## src/rtl/eth_mdio_pkg.sv

```systemverilog
// rtl/eth_mdio_pkg.sv - shared constants, types and frame builder for the MDIO master
package eth_mdio_pkg;

  localparam logic [1:0] MDIO_OP_WRITE = 2'b01;
  localparam logic [1:0] MDIO_OP_READ  = 2'b10;
  localparam logic [1:0] MDIO_ST       = 2'b01;
  localparam logic [1:0] MDIO_TA_WR    = 2'b10;

  localparam logic [5:0] TA_IDX   = 6'd46;
  localparam logic [5:0] DATA_IDX = 6'd48;
  localparam logic [5:0] LAST_IDX = 6'd63;

  typedef enum logic [1:0] {
    ST_IDLE,
    ST_FRAME,
    ST_DONE
  } mdio_state_t;

  typedef struct packed {
    logic [1:0]  op;
    logic [4:0]  phy;
    logic [4:0]  regad;
    logic [15:0] wdata;
  } mdio_cmd_t;

  // Read frames carry ones in TA/DATA so the released line idles high.
  function automatic logic [63:0] mdio_frame(input mdio_cmd_t c);
    logic wr;
    wr = (c.op == MDIO_OP_WRITE);
    return {32'hFFFF_FFFF, MDIO_ST, wr ? MDIO_OP_WRITE : MDIO_OP_READ, c.phy, c.regad,
            wr ? MDIO_TA_WR : 2'b11, wr ? c.wdata : 16'hFFFF};
  endfunction

endpackage

```

## src/rtl/eth_mdio_clkgen.sv

```systemverilog
// rtl/eth_mdio_clkgen.sv - MDC divider with rise/fall strobes, held low while disabled
module eth_mdio_clkgen #(
  parameter int CLK_DIV = 20
) (
  input  logic clk_i,
  input  logic rstn_i,
  input  logic en,
  output logic mdc,
  output logic rise_stb,
  output logic fall_stb
);

  localparam int CW = (CLK_DIV > 1) ? $clog2(CLK_DIV) : 1;
  localparam logic [CW-1:0] DIV_LAST = CW'(CLK_DIV - 1);

  logic [CW-1:0] div_cnt;
  logic          wrap;

  assign wrap     = en && (div_cnt == DIV_LAST);
  assign rise_stb = wrap && !mdc;
  assign fall_stb = wrap && mdc;

  always_ff @(posedge clk_i or negedge rstn_i) begin
    if (!rstn_i) begin
      div_cnt <= '0;
      mdc     <= 1'b0;
    end else if (!en) begin
      div_cnt <= '0;
      mdc     <= 1'b0;
    end else if (wrap) begin
      div_cnt <= '0;
      mdc     <= !mdc;
    end else begin
      div_cnt <= div_cnt + 1'b1;
    end
  end

endmodule

```

## src/rtl/eth_mdio_ctrl.sv

```systemverilog
// rtl/eth_mdio_ctrl.sv - clause 22 MDIO management master, one command per frame
module eth_mdio_ctrl
  import eth_mdio_pkg::*;
#(
  parameter int CLK_DIV     = 20,
  parameter bit PREAMBLE_EN = 1'b1
) (
  input  logic        clk_i,
  input  logic        rstn_i,
  input  logic        cmd_valid_i,
  output logic        cmd_ready_o,
  input  logic [1:0]  cmd_op_i,
  input  logic [4:0]  cmd_phy_addr_i,
  input  logic [4:0]  cmd_reg_addr_i,
  input  logic [15:0] cmd_wdata_i,
  output logic        rsp_valid_o,
  output logic [15:0] rsp_rdata_o,
  output logic        rsp_err_o,
  output logic        busy_o,
  output logic        mdc_o,
  output logic        mdio_o,
  output logic        mdio_oe_o,
  input  logic        mdio_i
);

  // Bit counter holds the absolute frame index, so a short frame starts at 32.
  localparam logic [5:0] FIRST_BIT = PREAMBLE_EN ? 6'd0 : 6'd32;

  mdio_state_t state;
  mdio_cmd_t   cmd_in;
  logic [63:0] frame_full;
  logic [63:0] frame_load;
  logic [62:0] shift_q;
  logic [5:0]  bit_cnt;
  logic [5:0]  next_bit;
  logic [15:0] rx_data;
  logic        ta_err;
  logic        is_write;
  logic        accept;
  logic        rise_stb;
  logic        fall_stb;

  assign cmd_in     = {cmd_op_i, cmd_phy_addr_i, cmd_reg_addr_i, cmd_wdata_i};
  assign frame_full = mdio_frame(cmd_in);
  assign frame_load = PREAMBLE_EN ? frame_full : {frame_full[31:0], 32'hFFFF_FFFF};
  assign accept     = cmd_valid_i && cmd_ready_o;
  assign next_bit   = bit_cnt + 6'd1;

  eth_mdio_clkgen #(.CLK_DIV(CLK_DIV)) u_clkgen (
    .clk_i    (clk_i),
    .rstn_i   (rstn_i),
    .en       (state == ST_FRAME),
    .mdc      (mdc_o),
    .rise_stb (rise_stb),
    .fall_stb (fall_stb)
  );

  always_ff @(posedge clk_i or negedge rstn_i) begin
    if (!rstn_i) begin
      state       <= ST_IDLE;
      shift_q     <= '1;
      bit_cnt     <= '0;
      rx_data     <= '0;
      ta_err      <= 1'b0;
      is_write    <= 1'b0;
      cmd_ready_o <= 1'b1;
      rsp_valid_o <= 1'b0;
      rsp_rdata_o <= '0;
      rsp_err_o   <= 1'b0;
      busy_o      <= 1'b0;
      mdio_o      <= 1'b1;
      mdio_oe_o   <= 1'b0;
    end else begin
      case (state)
        ST_IDLE, ST_DONE: begin
          rsp_valid_o <= 1'b0;
          if (accept) begin
            state       <= ST_FRAME;
            shift_q     <= frame_load[62:0];
            bit_cnt     <= FIRST_BIT;
            is_write    <= (cmd_op_i == MDIO_OP_WRITE);
            rx_data     <= '0;
            ta_err      <= 1'b0;
            cmd_ready_o <= 1'b0;
            busy_o      <= 1'b1;
            mdio_o      <= frame_load[63];
            mdio_oe_o   <= 1'b1;
          end else begin
            state <= ST_IDLE;
          end
        end
        ST_FRAME: begin
          if (rise_stb && !is_write) begin
            if (bit_cnt == TA_IDX + 6'd1) ta_err <= mdio_i;
            if (bit_cnt >= DATA_IDX)      rx_data <= {rx_data[14:0], mdio_i};
          end
          if (fall_stb) begin
            if (bit_cnt == LAST_IDX) begin
              state       <= ST_DONE;
              rsp_valid_o <= 1'b1;
              rsp_err_o   <= !is_write && ta_err;
              if (!is_write) rsp_rdata_o <= rx_data;
              cmd_ready_o <= 1'b1;
              busy_o      <= 1'b0;
              mdio_o      <= 1'b1;
              mdio_oe_o   <= 1'b0;
            end else begin
              bit_cnt   <= next_bit;
              shift_q   <= {shift_q[61:0], 1'b1};
              mdio_o    <= shift_q[62];
              mdio_oe_o <= is_write || (next_bit < TA_IDX);
            end
          end
        end
        default: state <= ST_IDLE;
      endcase
    end
  end

endmodule
```

## config.mk

```make
export PLATFORM = sky130hd
export DESIGN_NAME = eth_mdio_ctrl
export DESIGN_NICKNAME = d
export VERILOG_FILES = /design/src/rtl/eth_mdio_pkg.sv /design/src/rtl/eth_mdio_clkgen.sv /design/src/rtl/eth_mdio_ctrl.sv
export SDC_FILE = /design/constraint.sdc
export NUM_CORES = 1
export LEC_CHECK = 0
export BUFFER_PORTS_ARGS = -buffer_cell sky130_fd_sc_hd__buf_2
export CAP_MARGIN = 10
export CORE_ASPECT_RATIO = 1.1
export CORE_MARGIN = 5
export CORE_UTILIZATION = 58
export CTS_CLUSTER_DIAMETER = 40
export CTS_CLUSTER_SIZE = 28
export DETAILED_ROUTE_END_ITERATION = 10
export MAX_ROUTING_LAYER = met4
export PLACE_DENSITY = 0.77
export SLEW_MARGIN = 20
export SYNTH_ARGS = -nofsm -noshare
export SYNTH_HDL_FRONTEND = slang
export SYNTH_SLANG_ARGS = --single-unit
```

## constraint.sdc

```tcl
create_clock -name clk_i -period 2.9 [get_ports clk_i]
set_clock_uncertainty 0.2 [all_clocks]
set_input_delay 0 -clock clk_i [delete_from_list [all_inputs] [get_ports clk_i]]
set_output_delay 0 -clock clk_i [all_outputs]
set_load 0.01 [all_outputs]
```

# Word level (Yosys, flattened, before mapping)
# Cells that the tools add are included.
[totals] ff_bits=117 latchBits=0 ram_bits=0 rom_bits=0 input_bits=32 out_inout_bits=23 elab_cells=97 n_memories=0
[op_classes] add_sub_neg=2 n_mul=0 div_mod_pow=0 order_cmp=2 n_eq_ne=14 shifts=0 muxes=41 n_bitwise=1 reduce_logical=22
[ops] cell="63-bit two-way mux" count=3
[ops] cell="63-bit one-hot mux with 2 select lines" count=1
[ops] cell="16-bit two-way mux" count=4
[ops] cell="16-bit one-hot mux with 2 select lines" count=1
[ops] cell="4-bit AND reduction" count=5
[ops] cell="6-bit two-way mux" count=3
[ops] cell="1-bit two-way mux" count=16
[ops] cell="2-bit != test, second input constant" count=8
[ops] cell="6-bit == test, second input constant" count=2
[ops] cell="1-bit one-hot mux with 2 select lines" count=6
[ops] cell="6-bit one-hot mux with 2 select lines" count=1
[ops] cell="5-bit two-way mux" count=2
[ops] cell="3-bit AND reduction" count=3
[ops] cell="6-bit by 1-bit adder with 6-bit output, second input constant" count=1
[ops] cell="6-bit greater-or-equal comparator, second input constant" count=1
[ops] cell="1-bit logical AND" count=6
[ops] cell="6-bit < comparator, second input constant" count=1
[ops] cell="2-bit two-way mux" count=3
[ops] cell="5-bit by 1-bit adder with 5-bit output, second input constant" count=1
[ops] cell="5-bit == test, second input constant" count=1
[ops] cell="2-bit by 1-bit == test with 1-bit output, second input constant" count=2
[ops] cell="2-bit one-hot mux with 2 select lines" count=1
[ops] cell="2-bit AND reduction" count=2
[ops] cell="2-bit == test, second input constant" count=1
[ops] cell="6 further kinds" count=7

# Logic depth before layout (Yosys ltp)
# Gate-level depths: netlist of run 1.
[depth] word_depth=6 depth_mapped=8 mapped_depth_nobuf=5

# Hierarchy
# From an unflattened synthesis of run 1, not the netlist that was laid out.
[hier_totals] cells_unflattened=432 hier_area_um2=5023.6
[by_module_without_submodules] module="eth_mdio_ctrl" n_inst=1 cells_each=403 area_each_um2=4717.0 seq_area_each_um2=2859.0
[by_module_without_submodules] module="eth_mdio_clkgen" n_inst=1 cells_each=29 area_each_um2=306.5 seq_area_each_um2=150.1

# Worst setup path after synthesis of run 1
# No wires, ideal clock.
[synth_timing] path_type="register to register" from="register bit_cnt[0]" to="register rsp_rdata_o[10]" setup_time_ns=0.125 arrival_ns=1.935 t_required_ns=2.575 slack_ns=0.640 stages_incl_launch_ff=8 path_buffers=2 synth_period_minus_slack_ns=2.260 cell_sequence="dfrtp_1 -> ha_1 -> and3_1 -> buf_2 -> nand2_4 -> nor4_4 -> buf_6 -> mux2_2"
[synth_via] elab_chain_cells=2
[synth_rtl] item="start: declaration" line="eth_mdio_ctrl.sv:34" rtl="logic [5:0] bit_cnt;"
[synth_rtl] item="start signal: assignment" line="eth_mdio_ctrl.sv:108" rtl="bit_cnt <= next_bit;"
[synth_rtl] item="6-bit == test" line="eth_mdio_ctrl.sv:98" rtl="if (bit_cnt == LAST_IDX) begin"
[synth_rtl] item="4-bit AND reduction (no line)"
[synth_rtl] item="end signal: assignment" line="eth_mdio_ctrl.sv:102" rtl="if (!is_write) rsp_rdata_o <= rx_data;"
[synth_rtl] item="end: declaration" line="eth_mdio_ctrl.sv:17" rtl="output logic [15:0] rsp_rdata_o,"
# Every way passes these cells.
# A chain may end at the register's enable or synchronous reset.

# Final worst setup path of run 1
[layout_timing] from="register u_clkgen.div_cnt[0]" to="register shift_q[1]"
[layout_via] elab_chain_cells=5
[layout_rtl] item="start: declaration" line="eth_mdio_clkgen.sv:16" rtl="logic [CW-1:0] div_cnt;"
[layout_rtl] item="start signal: assignment" line="eth_mdio_clkgen.sv:34" rtl="div_cnt <= div_cnt + 1'b1;"
[layout_rtl] item="5-bit == test" line="eth_mdio_clkgen.sv:19" rtl="assign wrap = en && (div_cnt == DIV_LAST);"
[layout_rtl] item="1-bit logical AND" line="eth_mdio_clkgen.sv:19"
[layout_rtl] item="1-bit logical AND" line="eth_mdio_clkgen.sv:21" rtl="assign fall_stb = wrap && mdc;"
[layout_rtl] item="2-bit != test (no line)"
[layout_rtl] item="4-bit AND reduction (no line)"
[layout_rtl] item="end signal: assignment" line="eth_mdio_ctrl.sv:79" rtl="shift_q <= frame_load[62:0];"
[layout_rtl] item="end signal: assignment" line="eth_mdio_ctrl.sv:109" rtl="shift_q <= {shift_q[61:0], 1'b1};"
[layout_rtl] item="end: declaration" line="eth_mdio_ctrl.sv:33" rtl="logic [62:0] shift_q;"
# Every way passes these cells.

==> results of run 1 <==
## worst max-delay path, cell delays in order, from the launching register on
cell	delay (ns)
sky130_fd_sc_hd__dfrtp_1	0.37
sky130_fd_sc_hd__ha_1	0.25
sky130_fd_sc_hd__nand4bb_1	0.25
sky130_fd_sc_hd__o31ai_4	0.24
sky130_fd_sc_hd__and2_2	0.17
sky130_fd_sc_hd__buf_4	0.57
sky130_fd_sc_hd__mux2i_1	0.27
## cells by family after synthesis
family	after synthesis	share of synthesized area [%]
AOI/OAI and AO/OA	138	18.8
xor gates and xnor gates	2	0.349
adders and majority gates	2	0.498
buffers and inverters	49	4.16
DFF	117	59.9
muxes	36	7.57
and+or+nand+nor	87	8.77
## synth_stat cells, types with 2 or more instances
library cell	n
sky130_fd_sc_hd__dfstp_2	65
sky130_fd_sc_hd__dfrtp_1	52
sky130_fd_sc_hd__nand2_1	46
sky130_fd_sc_hd__o21ai_0	41
sky130_fd_sc_hd__o22a_1	31
sky130_fd_sc_hd__inv_1	20
sky130_fd_sc_hd__mux2i_1	20
sky130_fd_sc_hd__a21oi_1	18
sky130_fd_sc_hd__mux2_2	16
sky130_fd_sc_hd__o22ai_1	15
sky130_fd_sc_hd__clkbuf_1	14
sky130_fd_sc_hd__a31oi_1	11
sky130_fd_sc_hd__buf_2	11
sky130_fd_sc_hd__nor2_1	9
sky130_fd_sc_hd__nand3_1	5
sky130_fd_sc_hd__nor3_1	4
sky130_fd_sc_hd__a21o_1	3
sky130_fd_sc_hd__and2_1	3
sky130_fd_sc_hd__nand2b_1	3
sky130_fd_sc_hd__a22o_1	2
sky130_fd_sc_hd__a2bb2oi_1	2
sky130_fd_sc_hd__and2_2	2
sky130_fd_sc_hd__buf_1	2
sky130_fd_sc_hd__ha_1	2
sky130_fd_sc_hd__nand3b_1	2
sky130_fd_sc_hd__nor3b_1	2
sky130_fd_sc_hd__o41ai_1	2
sky130_fd_sc_hd__xnor2_1	2
## how the worst max path moves through the flow
stage | start | endpoint | cells past startpoint
2_1_floorplan | bit_cnt[0]$_DFFE_PN0P_ | rsp_rdata_o[10]$_DFFE_PN0P_ | 7
3_3_place_gp | bit_cnt[0]$_DFFE_PN0P_ | shift_q[13]$_DFFE_PN1P_ | 6
3_5_place_dp | bit_cnt[0]$_DFFE_PN0P_ | shift_q[1]$_DFFE_PN1P_ | 6
4_1_cts | u_clkgen.div_cnt[0]$_DFF_PN0_ | shift_q[8]$_DFFE_PN1P_ | 6
5_1_grt | u_clkgen.div_cnt[0]$_DFF_PN0_ | shift_q[6]$_DFFE_PN1P_ | 6
6_report | u_clkgen.div_cnt[0]$_DFF_PN0_ | shift_q[1]$_DFFE_PN1P_ | 6
## registers in the layout, indices dropped and copies added (netlist names)
name              cells
bit_cnt               6
busy_o                1
cmd_ready_o           1
is_write              1
mdio_o                1
mdio_oe_o             1
rsp_err_o             1
rsp_rdata_o          16
rsp_valid_o           1
rx_data              16
shift_q              63
state                 2
ta_err                1
u_clkgen.div_cnt      5
u_clkgen.mdc          1
## per-layer routing
metal	up-vias	track usage [%]
met5	-	-
met4	0	7.51
met3	12	5.25
met2	83	34.5
met1	1850	26.0
li1	1753	-
## final cells by class
type	instances	area share (%)
clock inverter	15	2.46
timing repair buffer	98	11.3
clock buffer	17	6.56
multi-input combinational	265	28.6
sequential	117	47.6
inverter	20	1.19
tap	111	2.20
## through the flow
| stage | hold WS [ns] | cells | setup slack, ns | util (%) |
|---|---|---|---|---|
| after detailed placement | -0.148 | 578 | 0.478 | 64.2 |
| after floorplan | -0.496 | 431 | 0.640 | - |
| final | 0.0673 | 643 | 0.469 | 75.1 |
| after global routing | 0.0667 | 643 | 0.281 | 75.1 |
| after CTS | 0.0289 | 643 | 0.450 | 75.1 |
| after global placement | -0.154 | 578 | 0.552 | 64.2 |
## power breakdown
part | internal [mW] | leakage [nW] | switching, mW
Clock | 1.23 | 0.275 | 0.760
Combinational | 0.0513 | 1.16 | 0.0442
Sequential | 1.64 | 1.36 | 0
==> results.md, run 1 <==
- The flow ran to the end, and the final reports show no timing, DRC or antenna violations.
- The wire length on met2 is 5090 um.
- Counting every sink on the clock net gives 117.
- TritonCTS built the clock tree.
- Setup repair after global routing left no endpoint under its margin.
- The final instance area is 6320 sq um.
- The largest fanout of any net on the critical path is 63.
- After layout, the worst path uses 83.8% of the clock period.
- The most area-hungry cell type in the Yosys netlist is sky130_fd_sc_hd__dfstp_2.
- The reg-to-reg setup timing slack is 0.47 ns.
- The area share of the largest cell type after synthesis is 34.0%.
- In the synthesized netlist, the number of instances is 431.
- The clock-pin transition on the worst setup and hold timing paths is 0.06 ns.
- The largest net degree at the start of global routing is 72.
- Input and output buffers added on the ports amount to 54.
- At the later pin of the worst-skew pair, clock insertion delay measures 0.51 ns.
- The kind of start point of the critical path is a flop.
- The startpoint-to-endpoint class of the critical path is flop to flop.
- Detailed routing placed a total of 423 um of wire on met3.
- The first routing iteration left 173 violations.
- The number of levels in the clock H-tree is 4.
- The die height is 108 um.
- The first TritonRoute pass finished after 4 iterations.
- The via total after detailed routing is 3698.
- At the end of routability-driven placement, the weighted congestion stood at 0.819.
- The register bit total from synthesis is 117.
- The number of setup buffers added after CTS is 0.
- The area growth from synthesis to layout is 25.8%.
- The leading cell type in the layout, fill and taps excluded is sky130_fd_sc_hd__dfstp_2.
- The sequential fraction of the synthesis area is 59.9%.
- The number of buffers on the longest clock path is 2.
- TritonCTS created 17 clock buffers.
- In this run the core area contains 35 standard-cell rows.
- At the pin with the least slew margin, the transition time is 0.890 ns.
- Setup violations remaining at the end of the flow were counted as 0.
- In the post-synthesis netlist, the biggest area contributors are sky130_fd_sc_hd__dfstp_2, sky130_fd_sc_hd__dfrtp_1, sky130_fd_sc_hd__o22a_1, sky130_fd_sc_hd__o21ai_0, sky130_fd_sc_hd__mux2i_1.
- The capture endpoint of the worst hold path is shift_q[26]$_DFFE_PN1P_.
- In this run the worst hold path is classified as input port to flop.
- For the worst flop-to-flop path, the logic depth is 6.
- The initial utilization of the core area, before any placement, comes to 59.7%.
- The total negative slack is 0 ns.
- Summed over all cells, the static leakage comes to 2.79 nW.
- After detailed routing, the average wire length per cell comes to 15.6 um.
- In the final routing, the length of wire on met1 measures 4420 um.
- For this run, asynchronously set or reset flops after synthesis account for 100%.
- In this run the standard cell core region covers 8410 sq um.
- The type of element capturing the critical path is a flop.
- The global-route wire length before repair is 17500 um.
- Data arrives at the worst endpoint at 2.66 ns.
- The net count after synthesis is 465.
- In the routed layout, each cell is associated on average with a via count of 5.75.
- Yosys printed 0 warnings.
- In this run the remaining antenna-violating nets after routing total 0.
- Across the whole layout, storage elements account for 3010 sq um.
- The worst reg2reg path startpoint is u_clkgen.div_cnt[0]$_DFF_PN0_.
- The number of antenna violations at the first check in global routing came to 0.
- Global routing consumed, over all layers together, 21.2% of the routing resources.
- The horizontal die dimension is 98.7 um.
- The worst reg2reg path endpoint is shift_q[1]$_DFFE_PN1P_.
- After detailed routing, the total wire length is 10100 um.
- The number of global-route vias before repair is 3684.
- The final layout net count is 553.
- The number of different library cells in the post-synthesis netlist is 54.
- The cell area after placement is 5400 sq um.
- The tree is rooted in a sky130_fd_sc_hd__clkbuf_8.
- The worst hold path was traced through 4 stages.
- The total area of multi-input combinational cells is 1810 sq um.
- The quantity of hold-fixing buffers added after cts is 33.
- In this run the tightest slew margin relative to its limit is 40.4%.
- Yosys mapped a number of flops with a built-in enable equal to 0.
- The worst path required time is 3.13 ns.
- After synthesis the cells add up to 5020 sq um.
- The max-slew violation count is 0.
- The launch point of the worst hold path is cmd_phy_addr_i[3].
- The fraction of final layout cells with drive strength greater than 1 is 35.9%.
- Leaving out fill and tap cells, the most frequent cells in the layout are sky130_fd_sc_hd__dfstp_2, sky130_fd_sc_hd__buf_2, sky130_fd_sc_hd__dfrtp_1.
- The power density over the cells is 589 nW/um^2.
- The smallest clock period supported by the final layout is computed as 2.43 ns.
- The total inserted antenna cells is 0.
- The peak clock frequency supported by timing is 0.411 GHz.
- Global routing finished with a remaining overflow of 0.
- The number of max-cap violations is 0.
- The worst supply voltage drop on vdd is 0.448 mV.
- Routed signal wires occupy layers up through met4.
- Each instance of the synthesized netlist takes up on average 11.7 sq um.
- The total of cells resized after clock tree synthesis is 0.
- The number of hold-slack violations in the final timing report came to 0.
- The dominant register cell in the synthesized netlist is sky130_fd_sc_hd__dfstp_2.
- The boundary pin count is 55.
- Once detailed placement completed, the half-perimeter wirelength came to 6020 um.
- The sum of internal, switching and leakage power is 3.72 mW.
- After detailed routing, the number of remaining DRC violations is 0.
- The die covers 10600 sq um.
- The filler cell count is 521.
Note: power is estimated with default switching activity, not from simulation.
==> run 2: changes to the inputs <==
- CORE_UTILIZATION: 58 -> 52
- PLACE_DENSITY: 0.77 -> 0.73
- clock period: 2.9 -> 2.03 ns (I/O delays scaled with it)
==> run 2 against run 1 <==
The run now ends with negative setup slack left. Critical endpoint is now rsp_rdata_o[9]$_DFFE_PN0P_. First-iteration DRC count is 27% higher. Die area is 10% higher. Worst hold slack worse by 0.016 ns. Clock power is 40% higher. Cell area is 5.8% higher. Cell count is 5.4% higher. Sequential power is 43% higher. Register-to-register slack worse by 0.52 ns. Flip-flop and latch count stayed put. Count of clock-buffer cells in the layout stayed put. Via count is 2.6% higher.
==> results.md, run 2 (same netlist as run 1, synthesis figures left out) <==
- TritonCTS built the clock tree.
- The least setup slack across all paths after layout is -0.0477 ns (-0.517 ns).
- The minimum period implied by the final worst setup slack is 2.08 ns (-0.353 ns).
- The number of levels in the clock H-tree is 4 (unchanged).
- The iteration count of the initial detailed-routing pass is 5 (+1).
- The clock sink count is 117 (unchanged).
- The transition time of the tightest slew-check pin is 0.618 ns (-0.272 ns).
- CTS placed an instance of sky130_fd_sc_hd__clkbuf_8 at the clock tree root.
- The final layout net count is 582 (+5.2%).
- The number of hold-slack violations in the final timing report is 0 (unchanged).
- The portion of the clock cycle consumed by the worst path in the final layout is 102% (+19 points).
- The largest net degree at the start of global routing was 70 (-2.8%).
- The routed via count divided by cell count is 5.60 (-2.7%).
- The post-detailed-routing wire length is 10800 um (+7.6%).
- The number of antenna violations at the first check in global routing is 0 (unchanged).
- The number of buffers and inverters on the critical path is 2 (+1).
- The number of placement rows is 37 (+5.7%).
- The worst setup path is launched from a flop.
- The remaining number of nets flagged by the antenna check after routing came to 0 (unchanged).
- The run finished, with violations left.
- STA classifies the critical path endpoint as a flop.
- The clock insertion delay at the later pin of the skew report is 0.51 ns (about the same).
- The leakage power total is 2.96 nW (+5.9%).
- The number of global-route vias before repair came to 3862 (+4.8%).
- The largest fanout of any net on the critical path was 8 (-87%).
- The library cells used most frequently in the layout, excluding fill and tap cells, are sky130_fd_sc_hd__dfstp_2, sky130_fd_sc_hd__buf_2, sky130_fd_sc_hd__dfrtp_1.
- The total clock buffers created by CTS is 17 (unchanged).
- The clock-pin transition on the worst setup and hold timing paths is 0.06 ns (about the same).
- The tightest slew margin relative to the limit was 58.7% (+18 points).
- The sum of internal, switching and leakage power is 5.27 mW (+42%).
- The effective utilization at floorplan came to 53.5% (-6.3 points).
- The delay of the slowest cell on the worst path is 0.41 ns (-0.16 ns).
- The worst path required time came to 2.23 ns (-0.90 ns).
- The post-route DRC violation count is 0 (unchanged).
- The sequential cell area was 3010 sq um (unchanged).
- The slowest stage of the critical path is the sky130_fd_sc_hd__dfrtp_1 cell.
- The number of endpoints failing setup at the final stage is 9 (+9).
- The cell depth of the worst hold path is 4 (unchanged).
- The cell area after placement is 5650 sq um (+4.6%).
- The boundary pin count came to 55 (unchanged).
- Setup repair after global routing could not meet its margin everywhere.
- The cell depth of the worst flop-to-flop path is 7 (+1).
- The worst hold margin is 0.0516 ns (-0.0157 ns).
- The placeable core area came to 9400 sq um (+12%).
- The max-slew violation count is 0 (unchanged).
- The number of flip-flops in the largest register is 63 (unchanged).
- The utilization of the core after routing is 71.1% (-4.0 points).
- The per-cell routed wire length came to 16.0 um (+2.1%).
- The total inserted antenna cells is 0 (unchanged).
- The setup slack at placement is -0.0230 ns (-0.501 ns).
- The critical path depth is 7 (+1).
- The final estimated routing congestion in global placement is 0.817 (-0.27%).
- The register with the highest flop count is shift_q.
- The filler cell count is 630 (+21%).
- The data arrival time of the critical path is 2.28 ns (-0.38 ns).
- The via total after detailed routing was 3794 (+2.6%).
- The global-route wire length before repair was 18100 um (+3.0%).
- The number of port buffers is 54 (unchanged).
- The number of max-cap violations is 0 (unchanged).
- The fraction of final layout cells with drive strength greater than 1 is 40.1% (+4.2 points).
- The overall track demand over capacity in global routing came to 19.1% (-2.1 points).
- The number of buffers on the longest clock path was 2 (unchanged).
- The worst supply voltage drop on vdd is 0.569 mV (+27%).
- The final reports fail on negative setup slack.
- The detailed placer's ending HPWL is 6420 um (+6.5%).
- The critical path is of the flop to flop type.
- The signal on the critical path passes through ha_4 > and4bb_2 > nand2_2 > nor4_4 > buf_4 > clkbuf_16 > mux2_2.
- The horizontal die dimension came to 104 um (+5.0%).
- The number of violations reported at the end of detailed-routing iteration 0 is 219 (+27%).
- Leaving out fill and tap cells, the most frequent cell in the layout is sky130_fd_sc_hd__dfstp_2.
- The die area is 11700 sq um (+10%).
- The total area of multi-input combinational cells was 1890 sq um (+4.2%).
- The family with the most delay on the worst path is simple AND/OR/NAND/NOR gates.
- In the final layout, the registers with the most flip-flops are shift_q: 63 flops, rsp_rdata_o: 16 flops, rx_data: 16 flops.
- The tightest min-delay check is of the input port to flop type.
- The peak clock frequency supported by timing is 0.481 GHz (+17%).
- The die height is 113 um (+5.1%).
- The final instance area came to 6690 sq um (+5.8%).
- The power density over the cells is 788 nW/um^2 (+34%).
- The leftover overflow at the end of global routing came to 0 (unchanged).
- Compared with the post-synthesis result, the final layout area differs by 33.1%.
run 2: cell types whose count changed in the layout (fill, tap and decap cells not counted), moves of 3 or more:
cell,change
sky130_fd_sc_hd__buf_4,+21
sky130_fd_sc_hd__mux2_2,-9
sky130_fd_sc_hd__mux2_4,+9
sky130_fd_sc_hd__buf_12,+5
sky130_fd_sc_hd__clkinv_2,-3
run 2: worst paths after layout:
path                                                     from                         end  slack, ns
worst max-delay path            u_clkgen.div_cnt[0]$_DFF_PN0_  rsp_rdata_o[9]$_DFFE_PN0P_      -0.05
worst min-delay path                        cmd_phy_addr_i[1]     shift_q[24]$_DFFE_PN1P_       0.05
worst max register to register  u_clkgen.div_cnt[0]$_DFF_PN0_  rsp_rdata_o[9]$_DFFE_PN0P_      -0.05
worst min register to register         shift_q[5]$_DFFE_PN1P_      shift_q[5]$_DFFE_PN1P_       0.27
max in group asynchronous                              rstn_i     shift_q[56]$_DFFE_PN1P_       0.44
min in group asynchronous                              rstn_i      bit_cnt[2]$_DFFE_PN0P_       0.48
run 2: layout make-up:
class / count / area share [%]
Timing Repair Buffer: 127 / 15.0
Clock inverter: 15 / 2.23
Multi-Input combinational cell: 265 / 28.2
Tap cell: 117 / 2.19
Inverter: 20 / 1.12
Sequential cell: 117 / 45.0
Clock buffer: 17 / 6.20
run 2: what timing repair did:
action | 4_1_cts | 5_1_grt
pin swaps | 0 | 4
resized for setup | 2 | 16
gates cloned | 0 | 1
endpoints found under the hold margin | 155 | 0
buffers inserted | 0 | 7
setup endpoints to repair | 22 | 53
hold buffers | 34 | 0
run 2: where the power goes:
group	leakage, nW	switching [mW]	total [mW]	internal [mW]
clock	0.266	1.14	2.79	1.65
sequential	1.36	0	2.34	2.34
combinational	1.33	0.0642	0.134	0.0702
run 2: metrics by stage:
| stage | setup TNS (ns) | cells |
|---|---|---|
| after floorplan | -1.17 | 431 |
| after global placement | 0 | 604 |
| after detailed placement | -0.0230 | 604 |
| after CTS | -0.115 | 670 |
| after global routing | -1.48 | 678 |
| final | -0.204 | 678 |
run 2: worst register-to-register path: cells and delay by family (launching register included):
kind | cells | cell delay [ns]
DFF | 1 | 0.41
muxes | 1 | 0.34
buffers and inverters | 2 | 0.35
adders and majority gates | 1 | 0.16
and+or+nand+nor | 3 | 0.50
run 2: per-layer routing:
| metal | GRT usage (%) | share of wire, % |
|---|---|---|
| met5 | - | 0 |
| met4 | 8.12 | 1.8 |
| met3 | 4.22 | 3.2 |
| met2 | 31.1 | 53 |
| met1 | 23.2 | 42 |
==> run 3: changes to the inputs <==
- RECOVER_POWER: unset -> 50
==> run 3 against run 2 <==
The run still ends with negative setup slack left. Critical path type unchanged. Critical path depth unchanged. Largest power group unchanged. Cell count unchanged. Combinational power about the same. Die area unchanged.
==> results.md, run 3 (same netlist as run 1, synthesis figures left out) <==
- The total clock buffers created by CTS is 17 (unchanged).
- The effective utilization at floorplan is 53.5% (unchanged).
- The utilization of the core after routing is 70.8% (-0.35 points).
- The die area is 11700 sq um (unchanged).
- The cell depth of the worst flop-to-flop path came to 7 (unchanged).
- The capture endpoint of the worst hold path is shift_q[24]$_DFFE_PN1P_.
- The leading cell type in the layout, fill and taps excluded is sky130_fd_sc_hd__dfstp_2.
- The kind of cell with the highest combined delay along the critical path is simple AND/OR/NAND/NOR gates.
- The number of placement rows is 37 (unchanged).
- The number of endpoints failing setup at the final stage is 7 (-2).
- The sum of internal, switching and leakage power is 5.27 mW (about the same).
- The endpoint identified for the worst register-to-register timing path is rsp_rdata_o[9]$_DFFE_PN0P_.
- The tightest slew margin relative to the limit was 40.0% (-19 points).
- The global-route wire length before repair was 18100 um (unchanged).
- The data arrival time of the critical path is 2.28 ns (about the same).
- The signal on the critical path passes through ha_4 > and4bb_2 > nand2_2 > nor4_4 > buf_4 > clkbuf_16 > mux2_2.
- The number of hold-slack violations in the final timing report is 0 (unchanged).
- The path type of the worst min-delay path is input port to flop.
- The register with the highest flop count is shift_q.
- The delay of the slowest cell on the worst path is 0.41 ns (about the same).
- The critical path is of the flop to flop type.
- The cell total after placement is 604 (unchanged).
- The transition time of the tightest slew-check pin is 0.900 ns (+0.282 ns).
- The fraction of final layout cells with drive strength greater than 1 came to 36.2% (-3.9 points).
- The number of violations reported at the end of detailed-routing iteration 0 is 208 (-5.0%).
- The max-slew violation count came to 0 (unchanged).
- The horizontal die dimension was 104 um (unchanged).
- The post-detailed-routing wire length is 10800 um (+0.14%).
- The leftover overflow at the end of global routing is 0 (unchanged).
- The worst reg2reg path startpoint is u_clkgen.div_cnt[0]$_DFF_PN0_.
- The largest fanout of any net on the critical path is 8 (unchanged).
- The largest registers in the layout are shift_q: 63 flops, rsp_rdata_o: 16 flops, rx_data: 16 flops.
- The reg-to-reg setup timing slack is -0.04 ns (about the same).
- The minimum period implied by the final worst setup slack is 2.07 ns (-0.00400 ns).
- The peak clock frequency supported by timing is 0.482 GHz (+0.19%).
- The number of buffers on the longest clock path is 2 (unchanged).
- The power density over the cells came to 792 nW/um^2 (+0.55%).
- The total inserted antenna cells is 0 (unchanged).
- The leakage power total was 2.87 nW (-3.1%).
- The cell-internal power was 4.06 mW (about the same).
- In the layout the commonest cells are sky130_fd_sc_hd__dfstp_2, sky130_fd_sc_hd__dfrtp_1, sky130_fd_sc_hd__nand2_1.
- The final reports fail on negative setup slack.
- The overall track demand over capacity in global routing is 19.1% (unchanged).
- The worst path required time is 2.23 ns (about the same).
- The worst supply voltage drop on vdd is 0.569 mV (about the same).
- The clock insertion delay at the later pin of the skew report is 0.52 ns (about the same).
- The number of port buffers came to 54 (unchanged).
- The die height was 113 um (unchanged).
- The boundary pin count is 55 (unchanged).
- The post-route DRC violation count is 0 (unchanged).
- The least setup slack across all paths after layout is -0.0437 ns (+0.00400 ns).
- STA classifies the critical path endpoint as a flop.
- The number of buffers and inverters on the critical path is 2 (unchanged).
- The remaining number of nets flagged by the antenna check after routing is 0 (unchanged).
- The largest net degree at the start of global routing is 70 (unchanged).
- The detailed placer's ending HPWL was 6420 um (unchanged).
- The number of antenna violations at the first check in global routing is 0 (unchanged).
- Setup repair after global routing could not meet its margin everywhere.
- The flow ran to the end, but the final reports show violations.
- The clock-pin transition on the worst setup and hold timing paths is 0.06 ns (about the same).
- The CTS tree is yes.
- The kind of start point of the critical path is a flop.
- The combinational cell fraction of total power came to 2.5% (about the same).
- The clock sink count is 117 (unchanged).
- The switching part of the total power is 22.9% (+0.062 points).
- The iteration count of the initial detailed-routing pass is 5 (unchanged).
- The via total after detailed routing is 3825 (+0.82%).
- The net load switching power is 1.21 mW (+0.33%).
- The number of flip-flops in the largest register is 63 (unchanged).
- The cell with the biggest individual delay on the critical path is sky130_fd_sc_hd__dfrtp_1.
- The number of max-cap violations is 0 (unchanged).
- The placeable core area was 9400 sq um (unchanged).
- The final estimated routing congestion in global placement came to 0.817 (unchanged).
- The power share of the clock group was 53.1% (about the same).
- The number of levels in the clock H-tree is 4 (unchanged).
- The post-layout instance count excluding filler cells is 678 (unchanged).
- The number of global-route vias before repair came to 3862 (unchanged).
- The launch point of the worst hold path is cmd_phy_addr_i[1].
- The routed via count divided by cell count is 5.64 (+0.82%).
- The portion of the clock cycle consumed by the worst path in the final layout came to 102% (-0.20 points).
- The cell depth of the worst hold path is 4 (unchanged).
- The final layout net count was 582 (unchanged).
- The per-cell routed wire length is 16.0 um (+0.14%).
- The area growth from synthesis to layout is 32.4%.
- The fraction of power consumed by sequential logic came to 44.4% (about the same).
- The library cell used as clock root buffer is sky130_fd_sc_hd__clkbuf_8.
[run 3: cell count changes in the layout (fill, tap and decap cells not counted), sizes merged]
cell | previous run | this run
buf | 92 | 68
clkbuf | 18 | 42
[run 3: layer usage]
metal  routed length [um]  part of all wire, %  vias up  GRT usage [%]
met1                 4580                   42     1908           23.2
met5                    0                    0        -              -
met2                 5660                   52       98           31.1
met3                  433                  4.0       18           4.22
li1                     -                    -     1801              -
met4                  172                  1.6        0           8.12
[run 3: through the flow]
| step | area, sq um | hold WS, ns | worst slack, ns | TNS [ns] |
|---|---|---|---|---|
| floorplan | 5060 | -0.496 | -0.117 | -1.17 |
| global placement | 5650 | -0.126 | 0.0544 | 0 |
| detailed placement | 5650 | -0.119 | -0.0230 | -0.0230 |
| CTS | 6560 | 0.0277 | -0.0197 | -0.115 |
| global route | 6650 | 0.0516 | -0.101 | -1.48 |
| finish | 6650 | 0.0469 | -0.0437 | -0.177 |
[run 3: worst max-delay path by stage]
stage	from	to	slack (ns)	cells after the start
3_3_place_gp	u_clkgen.div_cnt[0]$_DFF_PN0_	rsp_rdata_o[1]$_DFFE_PN0P_	0.05	6
3_5_place_dp	state[0]$_DFFE_PN0P_	rx_data[7]$_DFFE_PN0P_	-0.02	5
2_1_floorplan	u_clkgen.div_cnt[0]$_DFF_PN0_	rsp_rdata_o[10]$_DFFE_PN0P_	-0.12	6
5_1_grt	u_clkgen.div_cnt[0]$_DFF_PN0_	rsp_rdata_o[9]$_DFFE_PN0P_	-0.10	7
6_report	u_clkgen.div_cnt[0]$_DFF_PN0_	rsp_rdata_o[9]$_DFFE_PN0P_	-0.04	7
4_1_cts	u_clkgen.div_cnt[0]$_DFF_PN0_	rsp_rdata_o[11]$_DFFE_PN0P_	-0.02	6
[run 3: repair_timing]
action	in CTS	in global routing
gates cloned	0	1
buffers inserted	0	7
setup endpoints to repair	22	53
hold buffers	34	0
hold endpoints to repair	155	0
resized for setup	2	16
pin swaps	0	4
[run 3: worst min-delay path, stage by stage]
cell and delay [ns]:
sky130_fd_sc_hd__dlygate4sd3_1 0.53, sky130_fd_sc_hd__buf_2 0.12, sky130_fd_sc_hd__nand2_1 0.05, sky130_fd_sc_hd__a31oi_1 0.07
[run 3: layout make-up]
| class | count | area [sq um] |
|---|---|---|
| Timing Repair Buffer | 127 | 973 |
| Tap cell | 117 | 146 |
| Fill cell | 647 | 2750 |
| Sequential cell | 117 | 3010 |
| Clock buffer | 17 | 414 |
| Inverter | 20 | 75.1 |
| Clock inverter | 15 | 149 |
| Multi-Input combinational cell | 265 | 1890 |
[run 3: power by group through the flow]
stage / Clock (mW) / Combinational (mW) / Sequential (mW)
final: 2.80 / 0.134 / 2.34
after global routing: 2.95 / 0.151 / 2.34
after CTS: 2.84 / 0.134 / 2.34
after floorplan: 0 / 0.00307 / 2.38
after detailed placement: 0 / 0.0864 / 2.38
after global placement: 0 / 0.0829 / 2.38
